**config.mk**
```make
export PLATFORM = sky130hd
export DESIGN_NAME = adbg_jsp_txfifo
export DESIGN_NICKNAME = d
export VERILOG_FILES = /design/src/rtl/adbg_jsp_pkg.sv /design/src/rtl/adbg_jsp_txfifo.sv
export SDC_FILE = /design/constraint.sdc
export NUM_CORES = 1
export LEC_CHECK = 0
export ABC_AREA = 0
export BUFFER_PORTS_ARGS = -buffer_cell sky130_fd_sc_hd__buf_4
export CAP_MARGIN = 30
export CELL_PAD_IN_SITES_DETAIL_PLACEMENT = 0
export CELL_PAD_IN_SITES_GLOBAL_PLACEMENT = 1
export CORE_MARGIN = 2
export CORE_UTILIZATION = 39
export DETAILED_ROUTE_END_ITERATION = 10
export PLACE_DENSITY_LB_ADDON = 0.1
export SLEW_MARGIN = 20
export SYNTH_ARGS = -nofsm -noshare
export SYNTH_HDL_FRONTEND = slang
export SYNTH_SLANG_ARGS = --single-unit
```
**constraint.sdc**
```tcl
create_clock -name CLK -period 6 [get_ports CLK]
set_input_delay 0.3 -clock CLK [delete_from_list [all_inputs] [get_ports CLK]]
set_output_delay 0.3 -clock CLK [all_outputs]
set_load 0.03 [all_outputs]
```
**src/rtl/adbg_jsp_pkg.sv**
```systemverilog
`default_nettype none
// ============================================================================
// Module      : adbg_jsp_pkg
// Description : Shared sizes and types for the JTAG serial port FIFOs and core.
// Revision    : 1.0 - initial release
// ============================================================================
package adbg_jsp_pkg;

  localparam int JSP_FIFO_DEPTH = 8;
  localparam int JSP_CNT_W      = 4;

  typedef logic [7:0]           jsp_byte_t;
  typedef logic [JSP_CNT_W-1:0] jsp_cnt_t;

endpackage : adbg_jsp_pkg
`default_nettype wire

```
**src/rtl/adbg_jsp_txfifo.sv**
```systemverilog
`default_nettype none
// ============================================================================
// Module      : adbg_jsp_txfifo
// Description : Wishbone-side byte FIFO of the JTAG serial port with registered
//               occupancy/free counts for the TCK-domain synchronizer.
// Revision    : 1.0 - initial release
// ============================================================================
module adbg_jsp_txfifo
  import adbg_jsp_pkg::*;
#(
  parameter int DEPTH = JSP_FIFO_DEPTH,
  parameter int DW    = 8,
  parameter int CW    = JSP_CNT_W
) (
  input  logic          CLK,
  input  logic          RSTN,
  input  logic          CLR,
  input  logic [DW-1:0] DATA_IN,
  input  logic          PUSH,
  input  logic          POP,
  output logic [DW-1:0] DATA_OUT,
  output logic [CW-1:0] BYTES_AVAIL,
  output logic [CW-1:0] BYTES_FREE,
  output logic          EMPTY,
  output logic          FULL,
  output logic          OVF,
  output logic          UDF
);

  localparam int            c_AW        = $clog2(DEPTH);
  localparam logic [CW-1:0] c_DEPTH_CNT = CW'(DEPTH);

  logic [DW-1:0]   r_mem [DEPTH];
  logic [c_AW-1:0] r_wp;
  logic [c_AW-1:0] r_rp;
  logic [CW-1:0]   r_cnt;
  logic [CW-1:0]   r_free;
  logic            r_empty;
  logic            r_full;
  logic            r_ovf;
  logic            r_udf;

  logic            w_push_ok;
  logic            w_pop_ok;
  logic            w_ovf_set;
  logic            w_udf_set;
  logic [CW-1:0]   w_cnt_nxt;

  // A full FIFO still takes a push when the head is leaving in the same cycle.
  assign w_push_ok = PUSH && (!r_full || POP);
  assign w_pop_ok  = POP && !r_empty;
  assign w_ovf_set = PUSH && r_full && !POP;
  assign w_udf_set = POP && r_empty;

  always_comb begin
    w_cnt_nxt = r_cnt;
    case ({w_push_ok, w_pop_ok})
      2'b10:   w_cnt_nxt = r_cnt + CW'(1);
      2'b01:   w_cnt_nxt = r_cnt - CW'(1);
      default: w_cnt_nxt = r_cnt;
    endcase
  end

  always_ff @(posedge CLK) begin
    if (RSTN && !CLR && w_push_ok) begin
      r_mem[r_wp] <= DATA_IN;
    end
  end

  // All count/flag outputs load from w_cnt_nxt on the same edge so the
  // downstream synchronizer never samples a mixed old/new value.
  always_ff @(posedge CLK) begin
    if (!RSTN || CLR) begin
      r_wp    <= '0;
      r_rp    <= '0;
      r_cnt   <= '0;
      r_free  <= c_DEPTH_CNT;
      r_empty <= 1'b1;
      r_full  <= 1'b0;
      r_ovf   <= 1'b0;
      r_udf   <= 1'b0;
    end else begin
      if (w_push_ok) begin
        r_wp <= r_wp + c_AW'(1);
      end
      if (w_pop_ok) begin
        r_rp <= r_rp + c_AW'(1);
      end
      r_cnt   <= w_cnt_nxt;
      r_free  <= c_DEPTH_CNT - w_cnt_nxt;
      r_empty <= (w_cnt_nxt == '0);
      r_full  <= (w_cnt_nxt == c_DEPTH_CNT);
      if (w_ovf_set) begin
        r_ovf <= 1'b1;
      end
      if (w_udf_set) begin
        r_udf <= 1'b1;
      end
    end
  end

  assign DATA_OUT    = r_empty ? '0 : r_mem[r_rp];
  assign BYTES_AVAIL = r_cnt;
  assign BYTES_FREE  = r_free;
  assign EMPTY       = r_empty;
  assign FULL        = r_full;
  assign OVF         = r_ovf;
  assign UDF         = r_udf;

endmodule : adbg_jsp_txfifo
`default_nettype wire

```
==> flow_metrics.py, run 1 <==
metrics = {
    "clocking": {
        "numCtsBuffers": 9,
        "clock_sinks": 84,
        "ctsResizeCount": 0,
        "cts_setup_buffers": 0,
        "tritoncts": "built",
        "cts_buffer_depth": 2,
        "clk_latency_ps": 350,
        "holdBufCountCts": 0,
        "root_buffer": "clkbuf_8",
        "clkTransAtPathRegs_ps": 80,
        "htree_num_levels": 3,
    },
    "critical_path": {
        "crit_slowest_cell": "dfxtp_1",
        "critPathLaunch": "EMPTY",
        "crit_path_max_incr_delay_ps": 720,
        "critPathBufInv": 0,
        "cp-endpoint": "BYTES_FREE[3]",
        "cp_max_fo": 11,
        "cp-start-kind": "flip-flop",
        "r2r_end": "BYTES_FREE[3]",
        "path_delay_family": "flip-flops",
        "crit_chain": "nor2_1 > ha_1 > xor2_1 > ha_1 > a21oi_1 > mux2i_1 > xnor2_1 > and3_1 > o21ai_1",
        "crit_arrival_ps": 3000,
        "regToRegSetupSlack_ps": 3220,
        "crit_path_end_kind": "flip-flop",
        "path_class": "flip-flop to flip-flop",
        "cp.required_ps": 6220,
        "path_common_cell": "ha_1",
        "cp_num_cells": 9,
        "ff2ff_path_depth": 9,
        "worstReg2RegStart": "EMPTY",
    },
    "die": {
        "io_pins": 33,
        "dieArea_mm2": 0.00943,
        "design.core.area_mm2": 0.00830,
        "die_h_um": 97.1,
        "rows": 33,
        "die-width_um": 97.1,
        "start_util_pct": 40.7,
    },
    "finish": {
        "fill_cells": 727,
        "final_util_pct": 48.0,
        "multiInputGateArea_mm2": 0.00102,
        "drive_gt1_share_pct": 33.3,
        "nets": 264,
        "final-seq-area_mm2": 0.00232,
        "n_antenna_cell": 0,
        "area_growth_pct": 17.8,
    },
    "sta": {
        "finalMaxSlewViolations": 0,
        "setup_violations": 0,
        "period_needed_ps": 2780,
        "rsz0062_at_grt": "no",
        "fmax_mhz": 360,
        "max_slew_margin_pct": 36.1,
        "final_hold_viol_count": 0,
        "tightestPinTransition_ps": 955,
        "setup_tns_ps": 0,
        "fin_skew_ps": 7.84,
        "fin_crit_sh_pct": 46.3,
    },
    "synthesis": {
        "synth_edf_count": 64,
        "synth_top_cell_by_area": "edfxtp_1",
        "synth_async_sr_flop_share_pct": 0,
        "synth_top_area_share_pct": 56.9,
        "ys.flop_type": "edfxtp_1",
        "avgSynthCellArea_um2": 16.2,
        "seq_area_frac_synth_pct": 68.7,
        "synth.most_common_cell": "edfxtp_1",
        "synth_cell_types": 40,
        "yosys-top-cells-count": "edfxtp_1, nor2_1, dfxtp_1",
        "synth_nets": 227,
        "ys_ff_latch": 84,
        "yosysWarningCount": 0,
        "syn-cell-area_mm2": 0.00338,
        "yosys-top-cells-area": "edfxtp_1, dfxtp_1, mux4_2",
        "netlist_instances": 208,
    },
    "route": {
        "drtIter0Drc": 50,
        "drtAntennaViolNets": 0,
        "drt_first_pass_iters": 4,
        "routed_wl_um": 6330,
        "dr_total_vias": 1827,
        "routed_via_density": 5.16,
        "drc": 0,
        "wl_per_cell_um": 17.9,
    },
    "grt": {
        "antenna_found_initial": 0,
        "grt_max_degree": 18,
        "grt_pass1_vias": 1784,
        "grt-ovfl-total": 0,
        "grt_first_pass_wirelength_um": 9590,
        "grt_usage_pct": 14.0,
    },
    "power_and_ir_drop": {
        "power.density_mw_per_mm2": 286,
        "ir_drop_v": 0.000123,
        "p_leak_uw": 0.00137,
        "power_uw": 1140,
    },
    "placement": {
        "place_congestion": 0.688,
        "numPortBuffers": 32,
        "post-dp-hpwl_um": 3990,
    },
    "status": {
        "status": "finished, final reports clean",
    },
    "min_path": {
        "hold_path.class": "primary input to flip-flop",
    },
    "run": {
        "drv_cap": 0,
    },
}
[final cells by class]
type	instances	share of cell area [%]
clock inverters	6	2.26
well taps	105	3.30
inverters	3	0.283
multi-input cells	109	25.6
flip-flops and latches	84	58.3
clock buffers	9	3.11
repair buffers	38	7.16
[worst min-delay path by stage]
stage	from	to	slack, ps	cells after the start
2_1_floorplan	DATA_IN[0]	r_mem[0][0]	400	0
3_3_place_gp	OVF	OVF	470	2
3_5_place_dp	OVF	OVF	460	2
4_1_cts	DATA_IN[1]	r_mem[0][1]	170	1
5_1_grt	DATA_IN[1]	r_mem[0][1]	180	1
6_report	DATA_IN[1]	r_mem[0][1]	180	1
[state kept, by name (all words and copies together), names as in the netlist, named ones only]
register     cells
BYTES_AVAIL      4
OVF              1
FULL             1
BYTES_FREE       3
UDF              1
EMPTY            1
r_rp             3
r_wp             3
r_mem           64
[layout by cell type, fill, tap and decap left out, types with 2 or more instances in the layout]
master	n
buf_4	38
clkinv_4	2
dfxtp_1	20
clkbuf_8	9
nor3_2	2
xnor2_1	3
and3_1	2
a21oi_1	5
mux4_2	16
edfxtp_1	64
inv_1	3
mux2i_1	11
nand3_1	4
bufinv_16	2
nor2_1	25
nand2_1	7
ha_1	6
xor2_1	4
nor4_2	4
[cells by family (layout without fill, tap and decap cells)]
family          count (synthesis)  count (layout)  synth area share [%]
compound gates                 15              15                  3.29
xor+xnor                        7               7                  1.81
fa+ha+maj                       6               6                  2.22
buf+inv                        15              56                  2.18
flops                          84              84                  68.7
mux                            27              27                  13.9
simple gates                   54              54                  7.85
[per-layer routing]
| metal | up-vias | track usage (%) | share of wire (%) |
|---|---|---|---|
| met5 | - | 0 | 0 |
| met4 | 0 | 6.83 | 1.7 |
| met3 | 9 | 3.09 | 4.5 |
| met2 | 44 | 23.0 | 50 |
| met1 | 912 | 17.4 | 44 |
| li1 | 862 | - | - |
[worst register-to-register path: cells and delay by family (launching register included)]
kind	cells	cell delay, ps
fa+ha+maj	2	530
xor+xnor	2	590
flops	1	720
simple gates	2	490
mux	1	110
compound gates	2	220
[per-stage QoR]
stage	area [um2]	cells	setup slack, ps	hold WS, ps
after floorplan	3380	208	3390	399
after global placement	3760	338	3370	468
after detailed placement	3760	338	3250	459
after CTS	3980	353	3220	167
after global routing	3980	354	3000	178
final	3980	354	3220	182
[power breakdown]
part | switching [uW] | internal (uW) | total [uW] | leakage (uW)
Clock | 195 | 233 | 428 | 0.000105
Sequential | 6.43 | 630 | 637 | 0.000739
Combinational | 43.7 | 30.1 | 73.8 | 0.000524
No activity file was read; power rests on OpenSTA's default activity.
==> inputs of run 2 (changes only) <==
Clock period 6 ns to 2.9 ns, I/O delays scaled along.
==> run 2 against run 1 <==
Net effect: flip-flop and latch count stayed put; first-iteration DRC count grew 86%; hold slack worse by 160 ps; worst setup slack got worse by 2700 ps; sequential power rose by 110%; die area is the same; critical endpoint unchanged; largest cell class unchanged.
==> flow_metrics.py, run 2 (synthesized netlist as in run 1, its figures left out) <==
metrics = {
    "route": {
        "drt_first_pass_iters": 4,
        "wl_met2_um": 3050,
        "wl_met3_um": 301,
        "wl_met1_um": 2990,
        "drtAntennaViolNets": 0,
        "maxUsedRoutingLayer": "met4",
        "wl_per_cell_um": 17.9,
        "drtIter0Drc": 93,
        "dr_total_vias": 1829,
        "drc": 0,
        "routed_wl_um": 6480,
        "routed_via_density": 5.07,
    },
    "finish": {
        "n_antenna_cell": 0,
        "final_util_pct": 48.7,
        "largest_reg_flops": 64,
        "fill_cells": 702,
        "layout_commonest_cell": "edfxtp_1",
        "final-seq-area_mm2": 0.00232,
        "nets": 270,
        "final_cell_mix": "edfxtp_1, buf_4, nor2_1, dfxtp_1, mux4_2",
        "largest_register": "r_mem",
        "multiInputGateArea_mm2": 0.00101,
        "drive_gt1_share_pct": 34.0,
        "area_growth_pct": 19.7,
    },
    "clocking": {
        "numCtsBuffers": 9,
        "clkTransAtPathRegs_ps": 80,
        "root_buffer": "clkbuf_8",
        "ctsResizeCount": 0,
        "cts_setup_buffers": 0,
        "holdBufCountCts": 0,
        "clk_latency_ps": 350,
        "clock_sinks": 84,
        "tritoncts": "built",
        "cts_buffer_depth": 2,
        "htree_num_levels": 3,
    },
    "critical_path": {
        "cp.required_ps": 3130,
        "regToRegSetupSlack_ps": 540,
        "ff2ff_path_depth": 10,
        "worstReg2RegStart": "FULL",
        "r2r_end": "BYTES_FREE[3]",
        "crit_path_end_kind": "flip-flop",
        "cp-start-kind": "flip-flop",
        "cp_max_fo": 8,
        "path_class": "flip-flop to flip-flop",
        "crit_arrival_ps": 2590,
    },
    "sta": {
        "max_slew_margin_pct": 48.3,
        "final_hold_viol_count": 0,
        "setup_violations": 0,
        "rsz0062_at_grt": "no",
        "finalMaxSlewViolations": 0,
        "setup_tns_ps": 0,
        "fin_skew_ps": 5.73,
        "fin_crit_sh_pct": 81.4,
        "fmax_mhz": 424,
        "period_needed_ps": 2360,
        "tightestPinTransition_ps": 775,
    },
    "min_path": {
        "holdPathEnd": "r_mem[6][6]",
        "min-delay-start": "DATA_IN[6]",
        "holdPathStages": 1,
        "hold_path.class": "primary input to flip-flop",
    },
    "placement": {
        "place_congestion": 0.704,
        "post-dp-hpwl_um": 4160,
        "numPortBuffers": 32,
    },
    "die": {
        "start_util_pct": 40.7,
        "die-width_um": 97.1,
        "die_h_um": 97.1,
        "design.core.area_mm2": 0.00830,
        "rows": 33,
        "io_pins": 33,
        "dieArea_mm2": 0.00943,
    },
    "grt": {
        "grt_usage_pct": 14.7,
        "grt_first_pass_wirelength_um": 10200,
        "grt_pass1_vias": 1831,
        "antenna_found_initial": 0,
        "grt-ovfl-total": 0,
        "grt_max_degree": 18,
    },
    "run": {
        "drv_cap": 0,
    },
    "power_and_ir_drop": {
        "power.density_mw_per_mm2": 607,
        "ir_drop_v": 0.000224,
        "p_leak_uw": 0.00141,
    },
    "status": {
        "status": "finished, final reports clean",
    },
}
[run 2: changes by cell type in the layout (fill, tap and decap cells not counted)]
| cell | delta |
|---|---|
| bufinv_16 | +1 |
| buf_4 | +6 |
| nor3_1 | +2 |
| nor3_2 | -2 |
| clkinvlp_4 | -1 |
| clkbuf_1 | +1 |
[run 2: through the flow]
stage	instances	total power [uW]	worst slack, ps	hold slack (ps)	cell area, um2
finish	361	2460	540	25.6	4040
global route	361	2550	296	4.28	4040
CTS	361	2480	534	9.24	4040
detailed placement	345	1500	553	384	3800
global placement	345	1500	628	380	3800
floorplan	208	1440	291	244	3380
[run 2: power breakdown]
| part | internal (uW) | switching [uW] | leakage (uW) |
|---|---|---|---|
| registers | 1300 | 8.20 | 0.000739 |
| clock network | 574 | 409 | 0.000120 |
| logic | 64.5 | 95.9 | 0.000555 |
| total | 1940 | 513 | 0.00141 |
[run 2: worst max-delay path: stages (launching register included)]
cell and delay (ps):
dfxtp_1 330, nand2_1 110, nand2_1 130, ha_1 300, xor2_1 190, ha_1 190
a21oi_1 140, mux2i_1 110, xnor2_1 430, and3_1 230, o21ai_1 70
[run 2: worst max-delay path by stage]
stage,startpoint,end,slack (ps),cells after the start
after CTS,FULL,BYTES_FREE[3],530,10
final,FULL,BYTES_FREE[3],540,10
after floorplan,EMPTY,BYTES_FREE[3],290,11
after global routing,FULL,BYTES_FREE[3],300,10
after detailed placement,FULL,BYTES_FREE[3],550,10
after global placement,FULL,BYTES_FREE[3],630,10
[run 2: layout make-up]
cell class	instances	area share (%)
inverters	3	0.278
flip-flops and latches	84	57.4
repair buffers	44	8.17
multi-input cells	109	24.9
well taps	105	3.25
clock inverters	6	2.78
clock buffers	10	3.16
[run 2: metal layers]
| metal | up-vias | global-route usage (%) |
|---|---|---|
| li1 | 870 | - |
| met1 | 901 | 19.0 |
| met3 | 10 | 3.88 |
| met2 | 48 | 23.1 |
| met5 | - | 0 |
| met4 | 0 | 7.15 |
==> inputs of run 3 (changes only) <==
Settings changed: ABC_AREA 0 to 1.
Clock period 2.9 ns to 1.97 ns, I/O delays scaled along.
==> run 3 against run 2 <==
Net effect: clock power rose by 17%; critical path type is now flip-flop to output port; critical path depth fell by 4; largest power group unchanged; die area rose by 1.2%; highest routed layer unchanged; total power rose by 38%; largest cell class unchanged; design area rose by 5.1%.
==> flow_metrics.py, run 3 <==
metrics = {
    "status": {
        "status": "finished, final reports clean",
    },
    "sta": {
        "fin_crit_sh_pct": 93.6,
        "setup_violations": 0,
        "final_hold_viol_count": 0,
        "max_slew_margin_pct": 74.6,
        "period_needed_ps": 1840,
        "setup_tns_ps": 0,
        "fmax_mhz": 543,
        "tightestPinTransition_ps": 380,
        "finalMaxSlewViolations": 0,
        "rsz0062_at_grt": "no",
        "fin_skew_ps": 15.5,
    },
    "synthesis": {
        "synth_edf_count": 64,
        "yosys-top-cells-count": "edfxtp_1, nor2_1, o21ai_0",
        "netlist_instances": 311,
        "yosysWarningCount": 0,
        "ys.flop_type": "edfxtp_1",
        "synth_async_sr_flop_share_pct": 0,
        "syn-cell-area_mm2": 0.00342,
        "synth_top_area_share_pct": 56.2,
        "ys_ff_latch": 84,
        "synth_nets": 330,
        "yosys-top-cells-area": "edfxtp_1, dfxtp_1, nor2_1",
        "avgSynthCellArea_um2": 11.0,
        "synth_top_cell_by_area": "edfxtp_1",
        "synth.most_common_cell": "edfxtp_1",
        "seq_area_frac_synth_pct": 67.9,
        "synth_cell_types": 24,
    },
    "route": {
        "wl_per_cell_um": 15.6,
        "dr_total_vias": 2375,
        "drc": 0,
        "drtAntennaViolNets": 0,
        "routed_via_density": 4.89,
        "routed_wl_um": 7560,
        "drt_first_pass_iters": 4,
        "drtIter0Drc": 136,
    },
    "placement": {
        "place_congestion": 0.743,
        "numPortBuffers": 32,
        "post-dp-hpwl_um": 4990,
    },
    "clocking": {
        "cts_buffer_depth": 2,
        "root_buffer": "clkbuf_8",
        "clock_sinks": 84,
        "numCtsBuffers": 9,
        "htree_num_levels": 3,
        "cts_setup_buffers": 0,
        "clk_latency_ps": 340,
        "clkTransAtPathRegs_ps": 80,
        "tritoncts": "built",
    },
    "critical_path": {
        "crit_arrival_ps": 1740,
        "cp-start-kind": "flip-flop",
        "path_class": "flip-flop to output port",
        "crit_path_end_kind": "output port",
        "cp_max_fo": 11,
        "cp.required_ps": 1870,
    },
    "finish": {
        "layout_commonest_cell": "edfxtp_1",
        "largest_reg_flops": 64,
        "drive_gt1_share_pct": 23.0,
        "area_growth_pct": 24.2,
        "nets": 392,
        "final_cell_mix": "edfxtp_1, nor2_1, buf_4, o21ai_0, nand2_1",
        "n_antenna_cell": 0,
        "largest_register": "r_mem",
    },
    "grt": {
        "grt-ovfl-total": 0,
        "antenna_found_initial": 0,
        "grt_first_pass_wirelength_um": 12100,
        "grt_max_degree": 18,
        "grt_usage_pct": 16.4,
        "grt_pass1_vias": 2345,
    },
    "die": {
        "design.core.area_mm2": 0.00859,
        "die_h_um": 97.7,
        "rows": 34,
        "dieArea_mm2": 0.00954,
        "start_util_pct": 39.8,
        "die-width_um": 97.7,
        "io_pins": 33,
    },
    "power_and_ir_drop": {
        "power.density_mw_per_mm2": 797,
        "power_uw": 3390,
        "ir_drop_v": 0.000342,
        "p_leak_uw": 0.00160,
    },
    "min_path": {
        "hold_path.class": "primary input to flip-flop",
    },
    "run": {
        "drv_cap": 0,
    },
}
-- run 3: through the flow --
stage                     hold WS, ps  utilization, %  setup slack (ps)  cell area (um2)  cells
after floorplan                   197               -              21.1             3430    311
after global placement            339            45.6              75.0             3920    461
after detailed placement          343            45.6              40.8             3920    461
after CTS                        20.6            48.8              18.3             4190    486
after global routing             33.6            49.4              3.31             4250    486
final                            35.8            49.4               127             4250    486
-- run 3: worst paths after layout --
kind / startpoint / end / slack, ps / depth (start not counted)
worst max-delay path: flip-flop / DATA_OUT[1] / 130 / 6
worst min-delay path: PUSH / OVF / 40 / 3
worst max register to register: FULL / EMPTY / 130 / 8
worst min register to register: r_rp[2] / r_rp[2] / 470 / 2
-- run 3: final cells by class --
| cell class | instances | area, um2 |
|---|---|---|
| clock buffer | 13 | 139 |
| multi-input combinational | 191 | 996 |
| tap | 108 | 135 |
| fill | 839 | 4340 |
| sequential | 84 | 2330 |
| timing repair buffer | 61 | 504 |
| inverter | 26 | 103 |
| clock inverter | 3 | 40.0 |
-- run 3: kinds of logic (layout without fill, tap and decap cells) --
family                   count (synthesis)  count (layout)  synth area share [%]
AND/OR/NAND/NOR                        110             110                  13.6
flip-flops                              84              84                  67.9
AO/OA/AOI/OAI                           72              72                  11.2
buffers and inverters                   36             103                  4.32
adder cells (fa/ha/maj)                  6               6                  2.19
XOR/XNOR                                 2               2                 0.512
multiplexers                             1               1                 0.293
-- run 3: routing by layer --
layer | vias to the layer above | share of wire, % | GRT usage [%]
met1 | 1113 | 45 | 21.2
li1 | 1202 | - | -
met2 | 56 | 50 | 27.5
met4 | 0 | 0.67 | 5.02
met3 | 4 | 4.4 | 3.81
met5 | - | 0 | 0
-- run 3: power breakdown --
group	internal [uW]	switching [uW]	leakage, uW	total (uW)
logic	120	179	0.000767	300
registers	1920	14.2	0.000741	1940
clock network	585	566	0.0000914	1150
total	2630	759	0.00160	3390
-- run 3: worst max-delay path: stages (launching register included) --
cell and delay (ps):
dfxtp_4 420, buf_4 210, o21ai_0 120, o22ai_1 160, o21ai_1 80, a31oi_1 200, buf_4 200
-- run 3: what timing repair did --
item | CTS | global route
gates cloned | 0 | 0
gates resized for setup | 2 | 14
hold endpoints to repair | 57 | 0
hold buffers | 9 | 0
setup endpoints to repair | 4 | 12
